**src/rtl/gen_scheduler_pkg.sv**
```systemverilog
// Shared types and constants for the generation scheduler.
// Holds the FSM state and job enums, VGA count types, the frame-start
// decode and the watchdog width (used only when GEN_SCHED_WATCHDOG_EN is set).
package gen_scheduler_pkg;

  localparam int unsigned BOARD_SIZE  = 64;
  localparam int unsigned HCOUNT_W    = 11;
  localparam int unsigned VCOUNT_W    = 10;
  localparam int unsigned SEED_IDX_W  = 3;
  localparam int unsigned FRAME_CNT_W = 7;
  localparam int unsigned WD_W        = 24;

  typedef logic [HCOUNT_W-1:0]   hcount_t;
  typedef logic [VCOUNT_W-1:0]   vcount_t;
  typedef logic [SEED_IDX_W-1:0] seed_idx_t;

  typedef enum logic [1:0] {IDLE, GEN, SEED, SWAP_WAIT} sched_state_t;
  typedef enum logic {JOB_GEN, JOB_SEED} job_t;

  localparam hcount_t FRAME_START_H = '0;
  localparam vcount_t FRAME_START_V = '0;

  // First pixel of a frame.
  function automatic logic is_frame_start(hcount_t h, vcount_t v);
    return (h == FRAME_START_H) && (v == FRAME_START_V);
  endfunction

endpackage

```
**src/rtl/gen_scheduler_if.sv**
```systemverilog
// Bus between the scheduler and its environment (user input, updater,
// seed loader, board memory). The slave modport is the scheduler's view,
// the master modport is the environment's view.
interface gen_scheduler_if #(
  parameter int unsigned SPEED_WIDTH     = 3,
  parameter int unsigned GEN_COUNT_WIDTH = 16
);
  import gen_scheduler_pkg::*;

  hcount_t                    hcount_in;
  vcount_t                    vcount_in;
  logic                       pause_in;
  logic                       step_in;
  logic [SPEED_WIDTH-1:0]     speed_in;
  logic                       seed_req_in;
  seed_idx_t                  seed_idx_in;
  logic                       gen_done_in;
  logic                       seed_done_in;
  logic                       gen_start_out;
  logic                       seed_start_out;
  seed_idx_t                  seed_idx_out;
  logic                       rd_buf_out;
  logic                       wr_buf_out;
  logic                       busy_out;
  logic [GEN_COUNT_WIDTH-1:0] gen_count_out;

  modport master (
    output hcount_in, vcount_in, pause_in, step_in, speed_in,
           seed_req_in, seed_idx_in, gen_done_in, seed_done_in,
    input  gen_start_out, seed_start_out, seed_idx_out, rd_buf_out,
           wr_buf_out, busy_out, gen_count_out
  );

  modport slave (
    input  hcount_in, vcount_in, pause_in, step_in, speed_in,
           seed_req_in, seed_idx_in, gen_done_in, seed_done_in,
    output gen_start_out, seed_start_out, seed_idx_out, rd_buf_out,
           wr_buf_out, busy_out, gen_count_out
  );
endinterface

```
**src/rtl/gen_scheduler_frame_divider.sv**
```systemverilog
// Frame divider: counts frame starts while running and raises o_gen_tick_c
// (combinational, one cycle) every 2^i_speed frames.
// Ports: clk_in, rst_n_in, i_frame_start, i_pause, i_speed, o_gen_tick_c.
module gen_scheduler_frame_divider
  import gen_scheduler_pkg::*;
#(
  parameter int unsigned SPEED_WIDTH = 3
) (
  input  logic                   clk_in,
  input  logic                   rst_n_in,
  input  logic                   i_frame_start,
  input  logic                   i_pause,
  input  logic [SPEED_WIDTH-1:0] i_speed,
  output logic                   o_gen_tick_c
);

  localparam int unsigned LIM_W = FRAME_CNT_W + 1;

  logic [FRAME_CNT_W-1:0] r_frame_cnt;
  logic [LIM_W-1:0]       w_limit;
  logic                   w_advance;
  logic                   w_at_limit;

  // >= rather than == so a lowered speed wraps at once instead of stalling.
  assign w_limit      = (LIM_W'(1) << i_speed) - LIM_W'(1);
  assign w_at_limit   = {1'b0, r_frame_cnt} >= w_limit;
  assign w_advance    = i_frame_start & ~i_pause;
  assign o_gen_tick_c = w_advance & w_at_limit;

  always_ff @(posedge clk_in or negedge rst_n_in) begin
    if (!rst_n_in) begin
      r_frame_cnt <= '0;
    end else if (w_advance) begin
      r_frame_cnt <= w_at_limit ? '0 : r_frame_cnt + FRAME_CNT_W'(1);
    end
  end

endmodule

```
**src/rtl/gen_scheduler.sv**
```systemverilog
// Generation scheduler: arbitrates updater and seed-loader access to the
// back buffer and swaps front/back only on a frame start.
// Ports: clk_in, rst_n_in (async active-low), bus (gen_scheduler_if.slave).
// Optional: GEN_SCHED_WATCHDOG_EN abandons a job after 2^24-1 cycles.
module gen_scheduler
  import gen_scheduler_pkg::*;
#(
  parameter int unsigned SPEED_WIDTH     = 3,
  parameter int unsigned GEN_COUNT_WIDTH = 16
) (
  input  logic           clk_in,
  input  logic           rst_n_in,
  gen_scheduler_if.slave bus
);

  sched_state_t               r_state;
  job_t                       r_last_job;
  logic                       r_gen_pend;
  logic                       r_seed_pend;
  seed_idx_t                  r_seed_idx;
  seed_idx_t                  r_seed_idx_out;
  logic                       r_gen_start;
  logic                       r_seed_start;
  logic                       r_rd_buf;
  logic                       r_busy;
  logic [GEN_COUNT_WIDTH-1:0] r_gen_count;

  logic w_frame_start;
  logic w_gen_tick;
  logic w_job_done;

`ifdef GEN_SCHED_WATCHDOG_EN
  logic [WD_W-1:0] r_wd_cnt;
  logic            r_wd_trip;
`endif

  assign w_frame_start = is_frame_start(bus.hcount_in, bus.vcount_in);
  assign w_job_done    = ((r_state == GEN)  && bus.gen_done_in) ||
                         ((r_state == SEED) && bus.seed_done_in);

  gen_scheduler_frame_divider #(
    .SPEED_WIDTH (SPEED_WIDTH)
  ) u_frame_divider (
    .clk_in        (clk_in),
    .rst_n_in      (rst_n_in),
    .i_frame_start (w_frame_start),
    .i_pause       (bus.pause_in),
    .i_speed       (bus.speed_in),
    .o_gen_tick_c  (w_gen_tick)
  );

  // Job FSM, pending flags and buffer swap.
  always_ff @(posedge clk_in or negedge rst_n_in) begin
    if (!rst_n_in) begin
      r_state        <= IDLE;
      r_last_job     <= JOB_GEN;
      r_gen_pend     <= 1'b0;
      r_seed_pend    <= 1'b0;
      r_seed_idx     <= '0;
      r_seed_idx_out <= '0;
      r_gen_start    <= 1'b0;
      r_seed_start   <= 1'b0;
      r_rd_buf       <= 1'b0;
      r_busy         <= 1'b0;
      r_gen_count    <= '0;
`ifdef GEN_SCHED_WATCHDOG_EN
      r_wd_cnt       <= '0;
      r_wd_trip      <= 1'b0;
`endif
    end else begin
      r_gen_start  <= 1'b0;
      r_seed_start <= 1'b0;
      case (r_state)
        IDLE: begin
`ifdef GEN_SCHED_WATCHDOG_EN
          r_wd_cnt <= '0;
`endif
          // A seed load resets the board, so any pending generation is moot.
          if (r_seed_pend) begin
            r_state        <= SEED;
            r_busy         <= 1'b1;
            r_seed_start   <= 1'b1;
            r_seed_idx_out <= r_seed_idx;
            r_seed_pend    <= 1'b0;
            r_gen_pend     <= 1'b0;
          end else if (r_gen_pend) begin
            r_state     <= GEN;
            r_busy      <= 1'b1;
            r_gen_start <= 1'b1;
            r_gen_pend  <= 1'b0;
          end
        end
        GEN, SEED: begin
          if (w_job_done) begin
            r_state    <= SWAP_WAIT;
            r_last_job <= (r_state == SEED) ? JOB_SEED : JOB_GEN;
          end
`ifdef GEN_SCHED_WATCHDOG_EN
          else if (r_wd_cnt == '1) begin
            r_state   <= IDLE;
            r_busy    <= 1'b0;
            r_wd_trip <= 1'b1;
          end else begin
            r_wd_cnt <= r_wd_cnt + WD_W'(1);
          end
`endif
        end
        SWAP_WAIT: begin
          if (w_frame_start) begin
            r_rd_buf    <= ~r_rd_buf;
            r_gen_count <= (r_last_job == JOB_GEN) ?
                           r_gen_count + GEN_COUNT_WIDTH'(1) : '0;
            r_state     <= IDLE;
            r_busy      <= 1'b0;
          end
        end
        default: begin
          r_state <= IDLE;
          r_busy  <= 1'b0;
        end
      endcase

      // New requests land after the FSM so one arriving on a dispatch edge is kept.
      if (w_gen_tick || (bus.step_in && bus.pause_in)) r_gen_pend <= 1'b1;
      if (bus.seed_req_in) begin
        r_seed_pend <= 1'b1;
        r_seed_idx  <= bus.seed_idx_in;
      end
    end
  end

  assign bus.gen_start_out  = r_gen_start;
  assign bus.seed_start_out = r_seed_start;
  assign bus.seed_idx_out   = r_seed_idx_out;
  assign bus.rd_buf_out     = r_rd_buf;
  assign bus.wr_buf_out     = ~r_rd_buf;
  assign bus.busy_out       = r_busy;
  assign bus.gen_count_out  = r_gen_count;

endmodule

```
**src/flat_wrapper.sv**
```systemverilog
// flat-port wrapper written by rule: the top's interface ports become plain ports
module gen_scheduler_flat import gen_scheduler_pkg::*;
#(
  parameter int unsigned SPEED_WIDTH     = 3,
  parameter int unsigned GEN_COUNT_WIDTH = 16
)
  (clk_in, rst_n_in, bus_hcount_in, bus_vcount_in, bus_pause_in, bus_step_in, bus_speed_in, bus_seed_req_in, bus_seed_idx_in, bus_gen_done_in, bus_seed_done_in, bus_gen_start_out, bus_seed_start_out, bus_seed_idx_out, bus_rd_buf_out, bus_wr_buf_out, bus_busy_out, bus_gen_count_out);
  gen_scheduler_if #(.SPEED_WIDTH(SPEED_WIDTH), .GEN_COUNT_WIDTH(GEN_COUNT_WIDTH)) bus_i ();
  input  logic clk_in;
  input  logic rst_n_in;
  input wire logic [$bits(bus_i.hcount_in)-1:0] bus_hcount_in;
  input wire logic [$bits(bus_i.vcount_in)-1:0] bus_vcount_in;
  input wire logic [$bits(bus_i.pause_in)-1:0] bus_pause_in;
  input wire logic [$bits(bus_i.step_in)-1:0] bus_step_in;
  input wire logic [$bits(bus_i.speed_in)-1:0] bus_speed_in;
  input wire logic [$bits(bus_i.seed_req_in)-1:0] bus_seed_req_in;
  input wire logic [$bits(bus_i.seed_idx_in)-1:0] bus_seed_idx_in;
  input wire logic [$bits(bus_i.gen_done_in)-1:0] bus_gen_done_in;
  input wire logic [$bits(bus_i.seed_done_in)-1:0] bus_seed_done_in;
  output wire logic [$bits(bus_i.gen_start_out)-1:0] bus_gen_start_out;
  output wire logic [$bits(bus_i.seed_start_out)-1:0] bus_seed_start_out;
  output wire logic [$bits(bus_i.seed_idx_out)-1:0] bus_seed_idx_out;
  output wire logic [$bits(bus_i.rd_buf_out)-1:0] bus_rd_buf_out;
  output wire logic [$bits(bus_i.wr_buf_out)-1:0] bus_wr_buf_out;
  output wire logic [$bits(bus_i.busy_out)-1:0] bus_busy_out;
  output wire logic [$bits(bus_i.gen_count_out)-1:0] bus_gen_count_out;
  assign bus_i.hcount_in = bus_hcount_in;
  assign bus_i.vcount_in = bus_vcount_in;
  assign bus_i.pause_in = bus_pause_in;
  assign bus_i.step_in = bus_step_in;
  assign bus_i.speed_in = bus_speed_in;
  assign bus_i.seed_req_in = bus_seed_req_in;
  assign bus_i.seed_idx_in = bus_seed_idx_in;
  assign bus_i.gen_done_in = bus_gen_done_in;
  assign bus_i.seed_done_in = bus_seed_done_in;
  assign bus_gen_start_out = bus_i.gen_start_out;
  assign bus_seed_start_out = bus_i.seed_start_out;
  assign bus_seed_idx_out = bus_i.seed_idx_out;
  assign bus_rd_buf_out = bus_i.rd_buf_out;
  assign bus_wr_buf_out = bus_i.wr_buf_out;
  assign bus_busy_out = bus_i.busy_out;
  assign bus_gen_count_out = bus_i.gen_count_out;
  gen_scheduler #(.SPEED_WIDTH(SPEED_WIDTH), .GEN_COUNT_WIDTH(GEN_COUNT_WIDTH)) u_core (.clk_in(clk_in), .rst_n_in(rst_n_in), .bus(bus_i));
endmodule
```
**config.mk**
```make
export PLATFORM = sky130hd
export DESIGN_NAME = gen_scheduler_flat
export DESIGN_NICKNAME = d
export VERILOG_FILES = /design/src/rtl/gen_scheduler_pkg.sv /design/src/rtl/gen_scheduler_if.sv /design/src/rtl/gen_scheduler_frame_divider.sv /design/src/rtl/gen_scheduler.sv /design/src/flat_wrapper.sv
export SDC_FILE = /design/constraint.sdc
export NUM_CORES = 1
export LEC_CHECK = 0
export CORE_MARGIN = 2
export CORE_UTILIZATION = 47
export DETAILED_ROUTE_END_ITERATION = 8
export PLACE_DENSITY = 0.82
export SETUP_SLACK_MARGIN = 0.4
export SLEW_MARGIN = 40
export SYNTH_ARGS = -nofsm -noshare
export SYNTH_HDL_FRONTEND = slang
export SYNTH_SLANG_ARGS = --single-unit
```
**constraint.sdc**
```tcl
create_clock -name clk_in -period 2.4 [get_ports clk_in]
set_input_delay 0.6 -clock clk_in [delete_from_list [all_inputs] [get_ports clk_in]]
set_output_delay 0.6 -clock clk_in [all_outputs]
set_load 0.05 [all_outputs]
```
=== Yosys cells after proc, flatten, opt, wreduce, memory -nomap -nowiden ===
Cells that the tools add are included.
W data, S select, Z words.

* Bitwise operators: 4
* Shift operators: 1
* Add/subtract/negate cells: 3
* Multiplexer cells: 20
* Reductions and logical operators: 18
* Eq/ne operators: 6
* Magnitude comparators: 1

{| class="wikitable"
|+ Operators with widths
! operator !! number
|-
| $add A16 B1 Y16 const B || 1
|-
| $mux W16 || 1
|-
| $mux W1 || 12
|-
| $logic_not A11 Y1 || 1
|-
| $logic_not A10 Y1 || 1
|-
| $ge A7 B8 Y1 || 1
|-
| $mux W2 || 4
|-
| $shl A1 B3 Y8 const A || 1
|-
| $sub A8 B2 Y8 const B || 1
|-
| $add A7 B1 Y7 const B || 1
|-
| $mux W7 || 1
|-
| $pmux W2 S3 || 1
|-
| $reduce_and A2 Y1 || 3
|-
| $reduce_and A3 Y1 || 2
|-
| $reduce_bool A2 Y1 || 3
|-
| $eq A2 B2 Y1 const B || 2
|-
| $logic_and A1 B1 Y1 || 4
|-
| $ne A3 B1 Y1 const B || 1
|-
| $and A1 B1 Y1 || 2
|-
| $eq A2 B1 Y1 const B || 1
|-
| $logic_not A2 Y1 || 1
|-
| $logic_or A1 B1 Y1 || 2
|-
| $ne A2 B1 Y1 const B || 1
|-
| $ne A2 B2 Y1 const B || 1
|-
| other kinds (3) || 4
|}

* Bits in registers: 38
* Output and inout port bits: 24
* Bits of input ports: 34
* Logic and storage cells: 65

=== Depth between registers and ports, before layout ===
* Word-level depth: 6
* Depth in mapped cells: 13
* Gate-level depth less buffers: 12

=== Modules after synthesis ===
From an unflattened synthesis, not the netlist that was laid out.

* Cells, all modules: 238
* Area, all modules: 2312.2 sq um

{| class="wikitable"
|+ By module, submodules not included
! module !! area each (sq um) !! sequential area each (sq um) !! cells an instance !! times used
|-
| gen_scheduler || 1710.4 || 775.7 || 178 || 1
|-
| gen_scheduler_frame_divider || 601.8 || 175.2 || 60 || 1
|}

=== Worst setup path before layout ===
No wires, ideal clock.

* Path type: input to register
* From: input port bus_speed_in[1]
* To: register u_core.u_frame_divider.r_frame_cnt[3]
* Path buffers: 1
* Setup time: 121 ps
* Setup slack: -560 ps
* Data required time: 2279 ps
* Cell stages on the path: 10
* Data arrival time: 2839 ps
* Cell sequence: or3_1 ha_1 clkbuf_1 xor2_1 ha_1 o211ai_1 o21a_1 o21ai_0 o21ai_0 a22o_1

* Cells in the longest elaborated chain, start to end: 4

{| class="wikitable"
|+ Ends and longest elaborated chain
! item !! RTL line !! source
|-
| start: declaration || flat_wrapper.sv:15 || <nowiki>input wire logic [$bits(bus_i.speed_in)-1:0] bus_speed_in;</nowiki>
|-
| $shl A1 B3 Y8 || gen_scheduler_frame_divider.sv:25 || <nowiki>assign w_limit = (LIM_W'(1) << i_speed) - LIM_W'(1);</nowiki>
|-
| $sub A8 B2 Y8 || gen_scheduler_frame_divider.sv:25 ||
|-
| $ge A7 B8 Y1 || gen_scheduler_frame_divider.sv:26 || <nowiki>assign w_at_limit = {1'b0, r_frame_cnt} >= w_limit;</nowiki>
|-
| $mux W7 || gen_scheduler_frame_divider.sv:34 || <nowiki>r_frame_cnt <= w_at_limit ? '0 : r_frame_cnt + FRAME_CNT_W'(1);</nowiki>
|-
| end signal: assignment || gen_scheduler_frame_divider.sv:34 ||
|-
| end: declaration || gen_scheduler_frame_divider.sv:19 || <nowiki>logic [FRAME_CNT_W-1:0] r_frame_cnt;</nowiki>
|}

No other way between the ends.
A chain may end at the register's enable or synchronous reset.

=== Worst setup path after layout ===
* From: input port bus_speed_in[1]
* To: register u_core.u_frame_divider.r_frame_cnt[6]

Same word-level chain as after synthesis.

==> flow_summary_export.csv <==
group,metric,value,unit
critical_path,path_class,"in -> reg",
clock_tree,clk_pin_slew,0.08,ns
drt,viasPerCell,5.99,
cells_and_area,drive_above_1_share,36.9,%
global_route,grt_usage,23.6,%
die,pin_count,58,
global_route,antenna_found_initial,0,
timing,finalHoldViolations,0,
clock_tree,tritoncts,"yes",
timing,slew_violations,0,
min_path,min_path_type,"reg -> reg",
synth,synthArstFlopShare,100,%
global_route,grt.busiest_layer,"met2",
synth,syn-mean-instance-area,9.61,um2
clock_tree,cts_inserted_buffers,5,
timing,finalSetupViolations,7,
timing,fin_ws,-0.121,ns
global_route,use_met1,28.2,%
die,placementRows,24,
critical_path,crit_path_end_kind,"register",
run_status,run_status,"complete, but fails checks",
clock_tree,clock_sinks,38,
synth,syn-instance-count,228,
global_route,grt_pass1_wl,9590,um
pwr,leakage,0.00156,uW
run_status,failed_checks,"negative setup slack",
synth,synth_edf_count,0,
synth,syn_area,0.00219,mm2
clock_tree,clk_latency,0.29,ns
global_route,grt_max_degree,39,
global_route,grt_pass1_vias,2124,
cells_and_area,layout_commonest_cell,"dfrtp_1",
drt,drc,0,
die,die_h,72.3,um
cells_and_area,fin_util,78.8,%
synth,synth_nets,276,
timing,slew_headroom,62.2,%
timing,fmax,0.397,GHz
critical_path,worst_ep_arrival_time,2.70,ns
timing,period_minus_slack,2.52,ns
pwr,power,2140,uW
global_route,grt_overflow,0,
flow_run,cap_violations,0,
die,die_area,0.00523,mm2
synth,synth_seq_cells,38,
drt,firstDrtPassIters,4,
global_route,grt_use_met3,6.25,%
cells_and_area,syn_to_final_growth,58.7,%
drt,wl_per_cell,16.8,um
clock_tree,cts_root_buf,"clkbuf_8",
drt,vias,2180,
die,die_w,72.3,um
place,dp_worst_setup_slack,-0.721,ns
clock_tree,cts_max_level,2,
place,dp_hpwl,3640,um
timing,min_period_over_period,105,%
timing,clock_skew,0.00945,ns
cells_and_area,antenna_cells,0,
drt,drtAntennaViolNets,0,
timing,fin_setup_tns,-0.610,ns
synth,ys_seq_area_share,43.4,%
place,port_buffers,57,
pwr,peakVddDrop,0.541,mV
place,gp_congestion,0.780,
cells_and_area,nets,359,
clock_tree,cts.path.max_buffers,2,
timing,grt_setup_unrepaired,"yes",
pwr,powerDensity,616,mW/mm2
die,initial_core_util,49.7,%
timing,whs,0.493,ns
die,fp.coreArea,0.00441,mm2
synth,synthDistinctLibCells,44,
synth,ys.flop_type,"dfrtp_1",
drt,wl,6120,um
critical_path,worst_setup_path_start_kind,"input port",
synth,yosys_warnings,0,
critical_path,crit_fanout,5,
cells_and_area,fillers,282,
critical_path,crit_required,2.58,ns
drt,drt_iter0_drc,214,
cells_and_area,layout_common_cells,"38 x dfrtp_1, 19 x dlygate4sd2_1, 19 x buf_4",
global_route,grtUsageMet2,39.7,%
timing,tightest_slew,0.567,ns
logic make-up (layout without fill, tap and decap cells):
logic type	Yosys count	in the layout	share of synthesized area, %
muxes	8	8	4.05
adders and majority gates	14	14	7.99
AOI/OAI and AO/OA	70	70	20.8
xor gates and xnor gates	3	3	1.20
and+or+nand+nor	75	75	18.4
DFF	38	38	43.4
buffers and inverters	20	104	4.17
routing by layer:
| metal | vias up | share of wire (%) |
|---|---|---|
| met2 | 85 | 52 |
| met1 | 1059 | 39 |
| met5 | - | 0 |
| li1 | 1014 | - |
| met3 | 22 | 5.2 |
| met4 | 0 | 3.9 |
final timing paths:
path	start	slack (ns)	cells after the start	endpoint
worst max-delay path	bus_speed_in[1]	-0.12	12	u_core.u_frame_divider.r_frame_cnt[6]
worst min-delay path	u_core.bus.rd_buf_out	0.49	1	u_core.bus.rd_buf_out
worst max register to register	u_core.bus.gen_count_out[0]	0.46	5	u_core.bus.gen_count_out[12]
worst min register to register	u_core.bus.rd_buf_out	0.49	1	u_core.bus.rd_buf_out
max in group asynchronous	rst_n_in	1.31	2	u_core.bus.gen_count_out[15]
min in group asynchronous	rst_n_in	0.73	2	u_core.bus.gen_count_out[8]
through the flow:
step                instance area (um2)  std cells
finish                             3480        364
detailed placement                 2950        344
CTS                                3190        361
global route                       3480        364
floorplan                          2270        228
global placement                   2950        344
state kept, by name (all words and copies together), names as in the netlist:
register and count:
u_core.r_gen_pend 1, u_core.bus.gen_count_out 16, u_core.bus.gen_start_out 1, u_core.bus.rd_buf_out 1, u_core.r_last_job 1, u_core.u_frame_divider.r_frame_cnt 7
u_core.r_seed_idx 3, u_core.r_seed_pend 1, u_core.bus.busy_out 1, u_core.r_state 2, u_core.bus.seed_idx_out 3, u_core.bus.seed_start_out 1
power by group:
part           internal [uW]  switching, uW  total (uW)
clock network            231            232         463
logic                    366            494         860
registers                725           96.2         821
what timing repair did:
item,4_1_cts,5_1_grt
endpoints found under the hold margin,0,0
hold buffers,0,0
endpoints found under the setup margin,52,30
resized for setup,124,70
pin swaps,23,26
setup buffers,9,3
synthesized netlist by cell type (all sizes together) (6+ instances only):
cell | number | area (um2)
nor2 | 11 | 41.3
o31ai | 10 | 75.1
mux2 | 7 | 78.8
clkbuf | 6 | 22.5
nand3 | 7 | 35.0
nand2 | 17 | 63.8
dfrtp | 38 | 951
ha | 14 | 175
o21ai | 27 | 135
inv | 11 | 41.3
a21oi | 9 | 45.0
cell type report:
type	count	area [um2]	share of cell area (%)
repair buffers	85	759	21.8
well taps	52	65.1	1.87
clock buffers	6	82.6	2.37
multi-input cells	170	1570	45.1
flip-flops and latches	38	951	27.3
inverters	11	41.3	1.19
clock inverters	2	12.5	0.360
worst max-delay path, cell delays in order:
cell     delay, ns
buf_6         0.10
or3_4         0.39
ha_4          0.19
xor2_1        0.15
nor2_2        0.16
a21oi_4       0.05
ha_4          0.30
nand3_4       0.08
o21ai_4       0.24
buf_6         0.14
o21ai_1       0.06
a22o_1        0.22
(Power assumes the default switching activity.)
